`src/rtl/fast_io_pkg.sv`:
```
// Shared definitions for the fast converter I/O blocks: ADC word width,
// frame-lock state encoding and the full-scale codes used for overrange.
package fast_io_pkg;

  localparam int ADC_W = 16;

  localparam logic [ADC_W-1:0] FS_POS = 16'h7FFF;
  localparam logic [ADC_W-1:0] FS_NEG = 16'h8000;

  typedef enum logic [0:0] {
    SEARCH = 1'b0,
    LOCKED = 1'b1
  } lock_state_e;

  function automatic logic is_full_scale(input logic [ADC_W-1:0] w);
    return (w == FS_POS) || (w == FS_NEG);
  endfunction

endpackage

```
`src/rtl/adc_frame_lock.sv`:
```
// Frame lock for the interleaved ADC stream: checks that the channel marker
// alternates, runs the SEARCH/LOCKED FSM and counts framing violations.
module adc_frame_lock
  import fast_io_pkg::*;
#(
  parameter int LOCK_CNT = 16,
  parameter int ERR_W    = 8
) (
  input  logic             clk_in,
  input  logic             rst_n,
  input  logic             word_vld,
  input  logic             sel,
  output logic             viol,
  output logic             lock_evt,
  output logic             locked,
  output logic [ERR_W-1:0] err_cnt
);

  localparam logic [7:0]       RUN_LAST = 8'(LOCK_CNT - 1);
  localparam logic [ERR_W-1:0] ERR_MAX  = {ERR_W{1'b1}};

  lock_state_e state_r;
  logic [7:0]  run_r;
  logic        sel_prev_r;
  logic        have_prev_r;
  logic        good_s;

  // Classify the current word: violation, good alternation, or neither (no history yet)
  always_comb begin
    viol     = 1'b0;
    good_s   = 1'b0;
    lock_evt = 1'b0;
    if (word_vld && have_prev_r) begin
      viol   = (sel == sel_prev_r);
      good_s = (sel != sel_prev_r);
    end else begin
      viol   = 1'b0;
      good_s = 1'b0;
    end
    if ((state_r == SEARCH) && good_s && (run_r == RUN_LAST)) begin
      lock_evt = 1'b1;
    end else begin
      lock_evt = 1'b0;
    end
  end

  // Lock FSM, run counter, marker history and saturating error counter
  always_ff @(posedge clk_in) begin
    if (!rst_n) begin
      state_r     <= SEARCH;
      run_r       <= 8'd0;
      locked      <= 1'b0;
      err_cnt     <= {ERR_W{1'b0}};
      sel_prev_r  <= 1'b0;
      have_prev_r <= 1'b0;
    end else begin
      if (word_vld) begin
        sel_prev_r  <= sel;
        have_prev_r <= 1'b1;
      end
      if (viol && (err_cnt != ERR_MAX)) begin
        err_cnt <= err_cnt + ERR_W'(1);
      end
      case (state_r)
        SEARCH: begin
          if (lock_evt) begin
            state_r <= LOCKED;
            locked  <= 1'b1;
            run_r   <= 8'd0;
          end else if (viol) begin
            run_r <= 8'd0;
          end else if (good_s) begin
            run_r <= run_r + 8'd1;
          end
        end
        LOCKED: begin
          if (viol) begin
            state_r <= SEARCH;
            locked  <= 1'b0;
            run_r   <= 8'd0;
          end
        end
        default: begin
          state_r <= SEARCH;
          locked  <= 1'b0;
          run_r   <= 8'd0;
        end
      endcase
    end
  end

endmodule

```
`src/rtl/fast_adc_capture.sv`:
```
// Capture side of the interleaved dual-channel ADC bus: IOB registers, format
// conversion, A/B pairing once frame-locked, and sticky overrange flags.
module fast_adc_capture
  import fast_io_pkg::*;
#(
  parameter bit OFFSET_BIN = 1'b0,
  parameter int LOCK_CNT   = 16,
  parameter int ERR_W      = 8
) (
  input  logic             clk_in,
  input  logic             rst_n,
  input  logic [ADC_W-1:0] adc_d,
  input  logic             adc_sel,
  input  logic             ovr_clr,
  output logic [ADC_W-1:0] s_out0,
  output logic [ADC_W-1:0] s_out1,
  output logic             s_valid,
  output logic             locked,
  output logic [ERR_W-1:0] err_cnt,
  output logic             ovr0,
  output logic             ovr1
);

  (* IOB = "TRUE" *) logic [ADC_W-1:0] d1_r;
  (* IOB = "TRUE" *) logic             sel1_r;
  logic             v1_r;
  logic [ADC_W-1:0] hold_a_r;
  logic             a_pend_r;
  logic             viol_s;
  logic             lock_evt_s;
  logic             pair_s;
  logic             set0_s;
  logic             set1_s;

  adc_frame_lock #(
    .LOCK_CNT (LOCK_CNT),
    .ERR_W    (ERR_W)
  ) u_lock (
    .clk_in   (clk_in),
    .rst_n    (rst_n),
    .word_vld (v1_r),
    .sel      (sel1_r),
    .viol     (viol_s),
    .lock_evt (lock_evt_s),
    .locked   (locked),
    .err_cnt  (err_cnt)
  );

  // Pad-side capture; offset-binary words get their MSB flipped to two's complement
  always_ff @(posedge clk_in) begin
    if (!rst_n) begin
      d1_r   <= {ADC_W{1'b0}};
      sel1_r <= 1'b0;
      v1_r   <= 1'b0;
    end else begin
      d1_r   <= {adc_d[ADC_W-1] ^ OFFSET_BIN, adc_d[ADC_W-2:0]};
      sel1_r <= adc_sel;
      v1_r   <= 1'b1;
    end
  end

  // Pair decision and full-scale detection for the word in stage 1
  always_comb begin
    pair_s = 1'b0;
    set0_s = 1'b0;
    set1_s = 1'b0;
    if (v1_r) begin
      pair_s = !sel1_r && a_pend_r && locked && !viol_s;
      set0_s = sel1_r && is_full_scale(d1_r);
      set1_s = !sel1_r && is_full_scale(d1_r);
    end else begin
      pair_s = 1'b0;
      set0_s = 1'b0;
      set1_s = 1'b0;
    end
  end

  // Pairing registers and sticky overrange; a new full-scale word beats a clear
  always_ff @(posedge clk_in) begin
    if (!rst_n) begin
      s_out0   <= {ADC_W{1'b0}};
      s_out1   <= {ADC_W{1'b0}};
      s_valid  <= 1'b0;
      hold_a_r <= {ADC_W{1'b0}};
      a_pend_r <= 1'b0;
      ovr0     <= 1'b0;
      ovr1     <= 1'b0;
    end else begin
      s_valid <= pair_s;
      if (pair_s) begin
        s_out0 <= hold_a_r;
        s_out1 <= d1_r;
      end
      if (v1_r && sel1_r) begin
        hold_a_r <= d1_r;
      end
      // Lock entry and loss both restart pairing on a fresh A word
      if (lock_evt_s || (locked && viol_s)) begin
        a_pend_r <= 1'b0;
      end else if (v1_r && sel1_r) begin
        a_pend_r <= 1'b1;
      end else if (pair_s) begin
        a_pend_r <= 1'b0;
      end
      ovr0 <= set0_s | (ovr0 & ~ovr_clr);
      ovr1 <= set1_s | (ovr1 & ~ovr_clr);
    end
  end

endmodule

```
`config.mk`:
```
export PLATFORM = sky130hd
export DESIGN_NAME = fast_adc_capture
export DESIGN_NICKNAME = d
export VERILOG_FILES = /design/src/rtl/fast_io_pkg.sv /design/src/rtl/adc_frame_lock.sv /design/src/rtl/fast_adc_capture.sv
export SDC_FILE = /design/constraint.sdc
export NUM_CORES = 1
export LEC_CHECK = 0
export CORE_MARGIN = 3
export CORE_UTILIZATION = 51
export CTS_CLUSTER_DIAMETER = 60
export DETAILED_ROUTE_END_ITERATION = 8
export HOLD_SLACK_MARGIN = 0.05
export PLACE_DENSITY = 0.8
export SLEW_MARGIN = 5
export SYNTH_ARGS = -nofsm -noshare
export SYNTH_HDL_FRONTEND = slang
export SYNTH_SLANG_ARGS = --single-unit
```
`constraint.sdc`:
```
create_clock -name clk_in -period 2.4 [get_ports clk_in]
set_input_delay 0.48 -clock clk_in [delete_from_list [all_inputs] [get_ports clk_in]]
set_output_delay 0.48 -clock clk_in [all_outputs]
set_load 0.005 [all_outputs]
```
==> flow_metrics.tcl, run 1 <==
set metrics [dict create \
    status "complete, no violations" \
    holdCritPathClass "flop to flop" \
    dpl.hpwl_microns 5340 \
    postCtsHoldBufs 0 \
    first_pass_iters 5 \
    root_buffer "clkbuf_8" \
    die_area_sq_mm 0.007515 \
    grt_max_degree 48 \
    final_cell_area_sq_mm 0.004249 \
    required_ps 2650 \
    via_count 2907 \
    setup_tns_ps 0 \
    slew_violations 0 \
    portBuffers 63 \
    insertion_delay_ps 350 \
    synth.distinct_cells 42 \
    cp_data_arrival_time_ps 2120 \
    synth_top_area_share_pct 54.26 \
    final_common_cell "nand2_1" \
    gp_congestion 0.8805 \
    syn-cell-area_sq_mm 0.003321 \
    cp-end-kind "flop" \
    rsz0062_at_grt "no" \
    final_layout_size_suffix_gt1_share_pct 6.374 \
    drtIter0Drc 197 \
    worstPathMaxFanout 8 \
    cp-start-kind "flop" \
    drt.antenna.violating_nets 0 \
    finalCriticalPeriod_ps 1871 \
    gr-total-overflow 0 \
    grt_pass1_vias 2831 \
    syn_inst 387 \
    cap_viol_max_count 0 \
    drc 0 \
    clkSinkCount 90 \
    numCtsBuffers 9 \
    slew-limit-headroom_pct 57.77 \
    cts_buffer_depth 2 \
    rows 28 \
    yosysWarningCount 0 \
    finalWirelength_microns 7595 \
    mostFrequentLayoutCells "108 x nand2_1, 90 x dfxtp_1, 63 x clkdlybuf4s50_1" \
    critical_path_class "flop to flop" \
    core_area_sq_mm 0.006096 \
    multiInputGateArea_sq_mm 0.001441 \
    wl_per_cell_microns 14.33 \
    async_reset_ff_share_pct 0 \
    synth_top_area_cell "dfxtp_1" \
    fin_nets 472 \
    preCtsSetupSlack_ps 295.6 \
    tightest_slew_ps 630.6 \
    track_usage_pct 21.59 \
    syn_nets 409 \
    finalPower_mw 2.665 \
    layout_setup_ws_ps 529.0 \
    fillers 515 \
    regArea_sq_mm 0.001802 \
    irDropWorstVdd_mv 0.4174 \
    ctsResizeCount 0 \
    fmax_mhz 534.5 \
    place_area_sq_mm 0.004064 \
    setup_viol 0 \
    fin_worst_skew_ps 9.384 \
    die_w_microns 86.69 \
    io_pins 64 \
    dp.cells 514 \
    ys_seq_area_share_pct 54.26 \
    final_cells 530 \
    num_antenna_cells 0 \
    synthToLayoutAreaGrowth_pct 27.96 \
    cts_setup_buffers 0 \
    initial_utilization_pct 54.47 \
    yosys_register_bits 90 \
    ys.flop_type "dfxtp_1" \
    p_per_area_mw_per_mm2 627.1 \
    synth-edff-count 0 \
    synth_area_per_cell_sq_um 8.581 \
    grt_pass1_wl_microns 12920 \
    power.leakage_nw 1.420 \
    synth_area_leaders "dfxtp_1 54%, nand2_1 12%, a21oi_1 9.0%, and2_1 3.6%, o21ai_0 1.8%" \
    finalHoldViolations 0 \
    antenna_found_initial 0 \
    vias_per_cell 5.485 \
    clkTransAtPathRegs_ps 90 \
    min_period_over_period_pct 77.96 \
    cts_tree "done" \
    dieHeight_microns 86.69 \
    htree_levels 3 \
]
## through the flow
step | util [%] | hold slack [ps]
2_1_floorplan | - | 432.1
3_3_place_gp | 66.67 | 440.1
3_5_place_dp | 66.67 | 446.0
4_1_cts | 69.70 | 459.1
5_1_grt | 69.70 | 474.9
6_report | 69.70 | 456.6
## kinds of logic after synthesis
logic type,after synthesis,share of synthesized area (%)
and+or+nand+nor,174,24.11
muxes,2,0.6405
xor gates and xnor gates,4,1.620
adders and majority gates,2,0.7535
buffers and inverters,22,2.524
DFF,90,54.26
AOI/OAI and AO/OA,93,16.09
## power breakdown
group          internal, mW  leakage [nW]  switching [mW]
clock                 0.416        0.0937           0.543
combinational        0.0736         0.595          0.0741
sequential             1.52         0.731          0.0353
total                  2.01          1.42           0.653
## cell type report
cell class	count	area share, %
Tap cell	75	2.208
Multi-Input combinational cell	275	33.92
Clock inverter	6	1.119
Clock buffer	10	3.239
Inverter	3	0.2650
Timing Repair Buffer	71	16.84
Sequential cell	90	42.40
## synthesized netlist by cell type, types with 2 or more instances
master / number
nand2_1: 108
dfxtp_1: 90
a21oi_1: 60
and2_1: 19
clkbuf_1: 13
o21ai_0: 12
nor2_1: 11
nand3_1: 7
buf_1: 5
nand4_1: 5
nor4_1: 5
or4_1: 4
a22oi_1: 3
inv_1: 3
o211ai_1: 3
o31ai_1: 3
or3_1: 3
xor2_1: 3
a31oi_1: 2
ha_1: 2
nand2b_1: 2
nand3b_1: 2
nor3_1: 2
o2111ai_1: 2
## critical path: stages, from the launching register on
cell,delay (ps)
dfxtp_1,410
ha_1,240
nand4_1,200
o211ai_1,580
mux2i_1,290
nor2_1,60
## registers in the layout (all words and copies together), names as in the netlist
| signal | flops |
|---|---|
| u_lock.err_cnt | 8 |
| v1_r | 1 |
| hold_a_r | 16 |
| u_lock.run_r | 8 |
| d1_r | 16 |
| ovr1 | 1 |
| s_valid | 1 |
| s_out0 | 16 |
| u_lock.have_prev_r | 1 |
| s_out1 | 16 |
| u_lock.sel_prev_r | 1 |
| a_pend_r | 1 |
| sel1_r | 1 |
| ovr0 | 1 |
| u_lock.locked | 1 |
| u_lock.state_r | 1 |
## routing by layer
layer / wire, microns / track usage [%] / up-vias / share of wire [%]
met5: 0 / 0 / - / 0
met2: 3461 / 34.42 / 85 / 46
met3: 420 / 4.563 / 10 / 5.5
met4: 126 / 10.06 / 0 / 1.7
li1: - / - / 1454 / -
met1: 3586 / 27.95 / 1358 / 47
## worst paths after layout
check	start	slack [ps]	to	cells after the start
worst min-delay path	s_out0[0]	460	s_out0[0]	2
worst min register to register	s_out0[0]	460	s_out0[0]	2
worst max register to register	u_lock.err_cnt[1]	530	u_lock.err_cnt[1]	5
worst max-delay path	u_lock.err_cnt[1]	530	u_lock.err_cnt[1]	5
(Power assumes the default switching activity.)
==> run 2, diff against run 1 <==
==> constraint.sdc (replaced) <==
create_clock -name clk_in -period 1.9 [get_ports clk_in]
set_input_delay 0.38 -clock clk_in [delete_from_list [all_inputs] [get_ports clk_in]]
set_output_delay 0.38 -clock clk_in [all_outputs]
set_load 0.005 [all_outputs]
==> run 2 against run 1 <==
Net effect: clock power rose by 22%; power rose by 25%; setup slack got worse by 410 ps; maximum frequency rose by 5.1%; first-iteration DRC count rose by 54%; global-route usage fell by 0.56 points; largest cell class unchanged.
==> flow_metrics.tcl, run 2 (synthesis gave the netlist of run 1 again) <==
set metrics [dict create \
    status "complete, no violations" \
    regArea_sq_mm 0.001802 \
    crit_slowest_cell "dfxtp_1" \
    track_usage_pct 21.03 \
    fmax_mhz 561.7 \
    clkSinkCount 90 \
    core_area_sq_mm 0.006096 \
    crit_buf_inv 0 \
    mostFrequentLayoutCells "108 x nand2_1, 90 x dfxtp_1, 63 x clkdlybuf4s50_1" \
    place_area_sq_mm 0.004074 \
    grt_max_degree 39 \
    cap_viol_max_count 0 \
    fillers 485 \
    synthToLayoutAreaGrowth_pct 28.30 \
    cp-end-kind "flop" \
    fin_worst_skew_ps 10.27 \
    holdCritPathClass "flop to flop" \
    grt_pass1_wl_microns 12480 \
    setup_viol 0 \
    fin_nets 476 \
    setup_tns_ps 0 \
    critPathTopFamily "simple AND/OR/NAND/NOR gates" \
    portBuffers 63 \
    drt.antenna.violating_nets 0 \
    dp.cells 517 \
    gr-total-overflow 0 \
    drc 0 \
    drtIter0Drc 304 \
    final_layout_size_suffix_gt1_share_pct 6.972 \
    vias_per_cell 5.468 \
    htree_levels 3 \
    via_count 2920 \
    p_per_area_mw_per_mm2 782.7 \
    num_antenna_cells 0 \
    antenna_found_initial 0 \
    clkTransAtPathRegs_ps 90 \
    finalWirelength_microns 7470 \
    numCtsBuffers 9 \
    final_common_cell "nand2_1" \
    wl_per_cell_microns 13.99 \
    cts_buffer_depth 2 \
    io_pins 64 \
    rows 28 \
    cp-start-kind "flop" \
    slew_violations 0 \
    required_ps 2190 \
    gp_congestion 0.8583 \
    power.leakage_nw 1.430 \
    grt_pass1_vias 2676 \
    cp_data_arrival_time_ps 2070 \
    first_pass_iters 5 \
    finalCriticalPeriod_ps 1780 \
    die_area_sq_mm 0.007515 \
    worstPathMaxFanout 5 \
    dpl.hpwl_microns 5206 \
    path_cells "xor2_1 > or3_4 > or4_1 > a21oi_1" \
    finalHoldViolations 0 \
    root_buffer "clkbuf_8" \
    ctsResizeCount 0 \
    irDropWorstVdd_mv 0.7702 \
    slew-limit-headroom_pct 59.73 \
    min_period_over_period_pct 93.71 \
    critical_path_class "flop to flop" \
    final_cells 534 \
    die_w_microns 86.69 \
    rsz0062_at_grt "no" \
    multiInputGateArea_sq_mm 0.001441 \
    cts_tree "done" \
    hold_ws_ps 456.4 \
    max_stage_delay_ps 540 \
    initial_utilization_pct 54.47 \
    dieHeight_microns 86.69 \
    tightest_slew_ps 602.6 \
    insertion_delay_ps 340 \
    final_cell_area_sq_mm 0.004260 \
]
[run 2: tightest hold or removal path, stage by stage, from the launching register on]
cell     delay [ps]
dfxtp_1         310
nand2_1          50
a21oi_1          50
[run 2: path summary, 6_finish.rpt]
check | to | slack (ps) | start | depth (start not counted)
hold reg to reg | s_out0[9] | 460 | s_out0[9] | 2
setup / recovery | u_lock.err_cnt[7] | 120 | u_lock.sel_prev_r | 4
hold / removal | s_out0[9] | 460 | s_out0[9] | 2
setup reg to reg | u_lock.err_cnt[7] | 120 | u_lock.sel_prev_r | 4
[run 2: cell type report]
class	instances	share of cell area, %
timing repair buffer	75	17.21
clock buffer	11	3.319
inverter	3	0.2643
clock inverter	5	0.8811
sequential	90	42.29
tap	75	2.203
multi-input combinational	275	33.83
[run 2: repair_timing]
action	4_1_cts	5_1_grt
endpoints found under the setup margin	0	3
buffers inserted	0	1
hold buffers	0	0
[run 2: where the power goes]
part,total [mW],leakage (nW),internal (mW),switching [mW]
Sequential,1.97,0.731,1.92,0.0448
Clock,1.17,0.0863,0.519,0.654
Combinational,0.194,0.613,0.0988,0.0948
Total,3.33,1.43,2.54,0.794
[run 2: per-layer routing]
layer	vias to the layer above	routed length (microns)	track usage, %
met1	1345	3459	28.99
li1	1463	-	-
met3	5	573	6.369
met2	107	3399	32.06
met5	-	0	0
met4	0	38	5.807
[run 2: metrics by stage]
step                power (mW)  worst slack, ps  util [%]
floorplan                2.100            217.6         -
global placement         2.198            76.46     66.83
detailed placement       2.203         0.005440     66.83
CTS                      3.364            72.11     69.77
global route             3.474            22.52     69.89
finish                   3.335            119.5     69.89
==> run 3, diff against run 2 <==
--- a/config.mk
+++ b/config.mk
@@ -6,12 +6,13 @@
 export NUM_CORES = 1
 export LEC_CHECK = 0
 export CORE_MARGIN = 3
-export CORE_UTILIZATION = 51
+export CORE_UTILIZATION = 52
 export CTS_CLUSTER_DIAMETER = 60
 export DETAILED_ROUTE_END_ITERATION = 8
 export HOLD_SLACK_MARGIN = 0.05
 export PLACE_DENSITY = 0.8
-export SLEW_MARGIN = 5
+export SLEW_MARGIN = 20
 export SYNTH_ARGS = -nofsm -noshare
 export SYNTH_HDL_FRONTEND = slang
+export SYNTH_HIERARCHICAL = 1
 export SYNTH_SLANG_ARGS = --single-unit
==> run 3 against run 2 <==
Net effect: maximum frequency increased by 1.3%; power increased by 0.66%; clock skew increased by 3.8 ps; highest routed layer unchanged; register-to-register slack improved by 20 ps; sequential power about the same; synthesized cell count decreased by 1.6%; clock power increased by 4%; clock-buffer cell count decreased by 1; wire length decreased by 0.47%; setup slack improved by 22 ps; cell area increased by 4.5%.
==> flow_metrics.tcl, run 3 <==
set metrics [dict create \
    status "complete, no violations" \
    yosysWarningCount 6 \
    htree_levels 3 \
    ctsResizeCount 0 \
    syn_inst 381 \
    dpl.hpwl_microns 5243 \
    postCtsHoldBufs 0 \
    path_cells "or4_4 > nor4_4 > or3_1 > nor2_1" \
    final_layout_size_suffix_gt1_share_pct 14.48 \
    io_pins 64 \
    max_stage_delay_ps 530 \
    grt_pass1_wl_microns 12210 \
    portBuffers 63 \
    crit_slowest_cell "or4_4" \
    required_ps 2140 \
    r2r_start "u_lock/run_r[4]" \
    root_buffer "clkbuf_8" \
    post-route-util_pct 68.16 \
    setup_tns_ps 0 \
    tightest_slew_ps 560.9 \
    cts_buffer_depth 2 \
    power.leakage_nw 1.476 \
    synth_top_area_share_pct 49.88 \
    fin_worst_skew_ps 14.05 \
    switching_share_pct 24.22 \
    insertion_delay_ps 360 \
    async_reset_ff_share_pct 0 \
    slew_violations 0 \
    switchingPower_uw 813.0 \
    combPwrFrac_pct 5.3 \
    drtIter0Drc 191 \
    drt.antenna.violating_nets 0 \
    fin_nets 466 \
    cp-start-kind "flop" \
    mostFrequentLayoutCells "106 x nand2_1, 90 x dfxtp_1, 62 x clkdlybuf4s50_1" \
    numCtsBuffers 9 \
    synth_common_cells "106 x nand2_1, 90 x dfxtp_1, 29 x a21boi_2" \
    dieHeight_microns 89.35 \
    cts_setup_buffers 0 \
    synth_area_per_cell_sq_um 9.481 \
    synthToLayoutAreaGrowth_pct 23.24 \
    finalCriticalPeriod_ps 1758 \
    hold_depth 2 \
    antenna_found_initial 0 \
    ys_seq_area_share_pct 49.88 \
    via_count 2782 \
    min_to "v1_r" \
    cts_tree "done" \
    yosysMostFrequentCell "nand2_1" \
    syn-cell-area_sq_mm 0.003612 \
    num_antenna_cells 0 \
    r2r_slack_ps 140 \
    p_int_mw 2.544 \
    min_period_over_period_pct 92.54 \
    ys.flop_type "dfxtp_1" \
    finalHoldViolations 0 \
    fmax_mhz 568.7 \
    irDropWorstVdd_mv 0.4926 \
    setup_viol 0 \
    pwr-share-seq_pct 58.3 \
    gr-total-overflow 0 \
    cp-end-kind "flop" \
    rsz0062_at_grt "no" \
    r2r_cells 4 \
    gp_congestion 0.7879 \
    initial_utilization_pct 55.31 \
    synth_area_leaders "dfxtp_1 50%, nand2_1 11%, a21boi_2 9.0%, a21boi_0 4.2%, and2_1 3.1%" \
    r2r-end "u_lock/run_r[2]" \
    final_common_cell "nand2_1" \
    final_cell_area_sq_mm 0.004452 \
    finalWirelength_microns 7435 \
    drc 0 \
    wl_per_cell_microns 14.13 \
    hold_path_startpoint "rst_n" \
    track_usage_pct 19.80 \
    yosys_register_bits 90 \
    place_area_sq_mm 0.004265 \
    clkPwrFrac_pct 36.4 \
    die_w_microns 89.35 \
    holdCritPathClass "input pin to flop" \
    cp_data_arrival_time_ps 2000 \
    cap_viol_max_count 0 \
    clkSinkCount 90 \
    vias_per_cell 5.289 \
    p_per_area_mw_per_mm2 754.0 \
    synth_top_area_cell "dfxtp_1" \
    clkTransAtPathRegs_ps 90 \
    rows 29 \
    grt_max_degree 48 \
    grt_pass1_vias 2621 \
    syn_nets 403 \
    first_pass_iters 4 \
    synth-edff-count 0 \
    worstPathMaxFanout 8 \
    critical_path_class "flop to flop" \
    die_area_sq_mm 0.007983 \
    core_area_sq_mm 0.006531 \
    synth.distinct_cells 41 \
    slew-limit-headroom_pct 61.64 \
]
[run 3: logic make-up (layout without fill, tap and decap cells)]
logic type | count (synthesis) | in the layout | synth area share [%]
compound gates | 72 | 72 | 17.73
xor+xnor | 9 | 9 | 2.390
fa+ha+maj | 2 | 2 | 0.6926
buf+inv | 26 | 94 | 4.849
flops | 90 | 90 | 49.88
mux | 4 | 4 | 1.108
simple gates | 178 | 178 | 23.35
[run 3: worst max-delay path by stage]
| stage | cells past startpoint | endpoint | from |
|---|---|---|---|
| floorplan | 7 | s_out1[4] | sel1_r |
| global placement | 4 | u_lock/run_r[3] | u_lock/run_r[4] |
| detailed placement | 4 | u_lock/run_r[2] | u_lock/run_r[4] |
| CTS | 4 | u_lock/run_r[2] | u_lock/run_r[4] |
| global route | 6 | s_out0[6] | u_lock/sel_prev_r |
| finish | 4 | u_lock/run_r[2] | u_lock/run_r[4] |
[run 3: through the flow]
stage	hold WS (ps)	instances	power [mW]	setup slack, ps
floorplan	407.7	381	2.099	238.7
CTS	402.1	526	3.378	128.0
global placement	449.6	510	2.175	188.4
finish	404.3	526	3.357	141.7
global route	417.9	526	3.471	35.37
detailed placement	453.4	510	2.180	138.1
[run 3: final cells by class]
| class | count | area, sq um |
|---|---|---|
| well taps | 77 | 96.34 |
| clock buffers | 10 | 137.6 |
| multi-input cells | 265 | 1635 |
| clock inverters | 6 | 48.80 |
| flip-flops and latches | 90 | 1802 |
| fillers | 523 | 2079 |
| repair buffers | 73 | 713.2 |
| inverters | 5 | 18.77 |
[run 3: metal layers]
metal	vias to the layer above	part of all wire [%]	GRT usage [%]
li1	1401	-	-
met1	1294	48	26.84
met2	73	45	30.01
met3	14	5.2	3.502
met4	0	2.2	10.55
met5	-	0	0
[run 3: worst max-delay path: cells and delay by family, from the launching register on]
family | cells | cell delay, ps
flip-flops | 1 | 350
AND/OR/NAND/NOR | 4 | 1300
[run 3: power by group through the flow]
stage	clock network [mW]	registers (mW)	logic, mW
detailed placement	0	2.00	0.178
global placement	0	2.00	0.175
floorplan	0	1.99	0.109
global route	1.31	1.96	0.196
CTS	1.24	1.96	0.179
finish	1.22	1.96	0.177
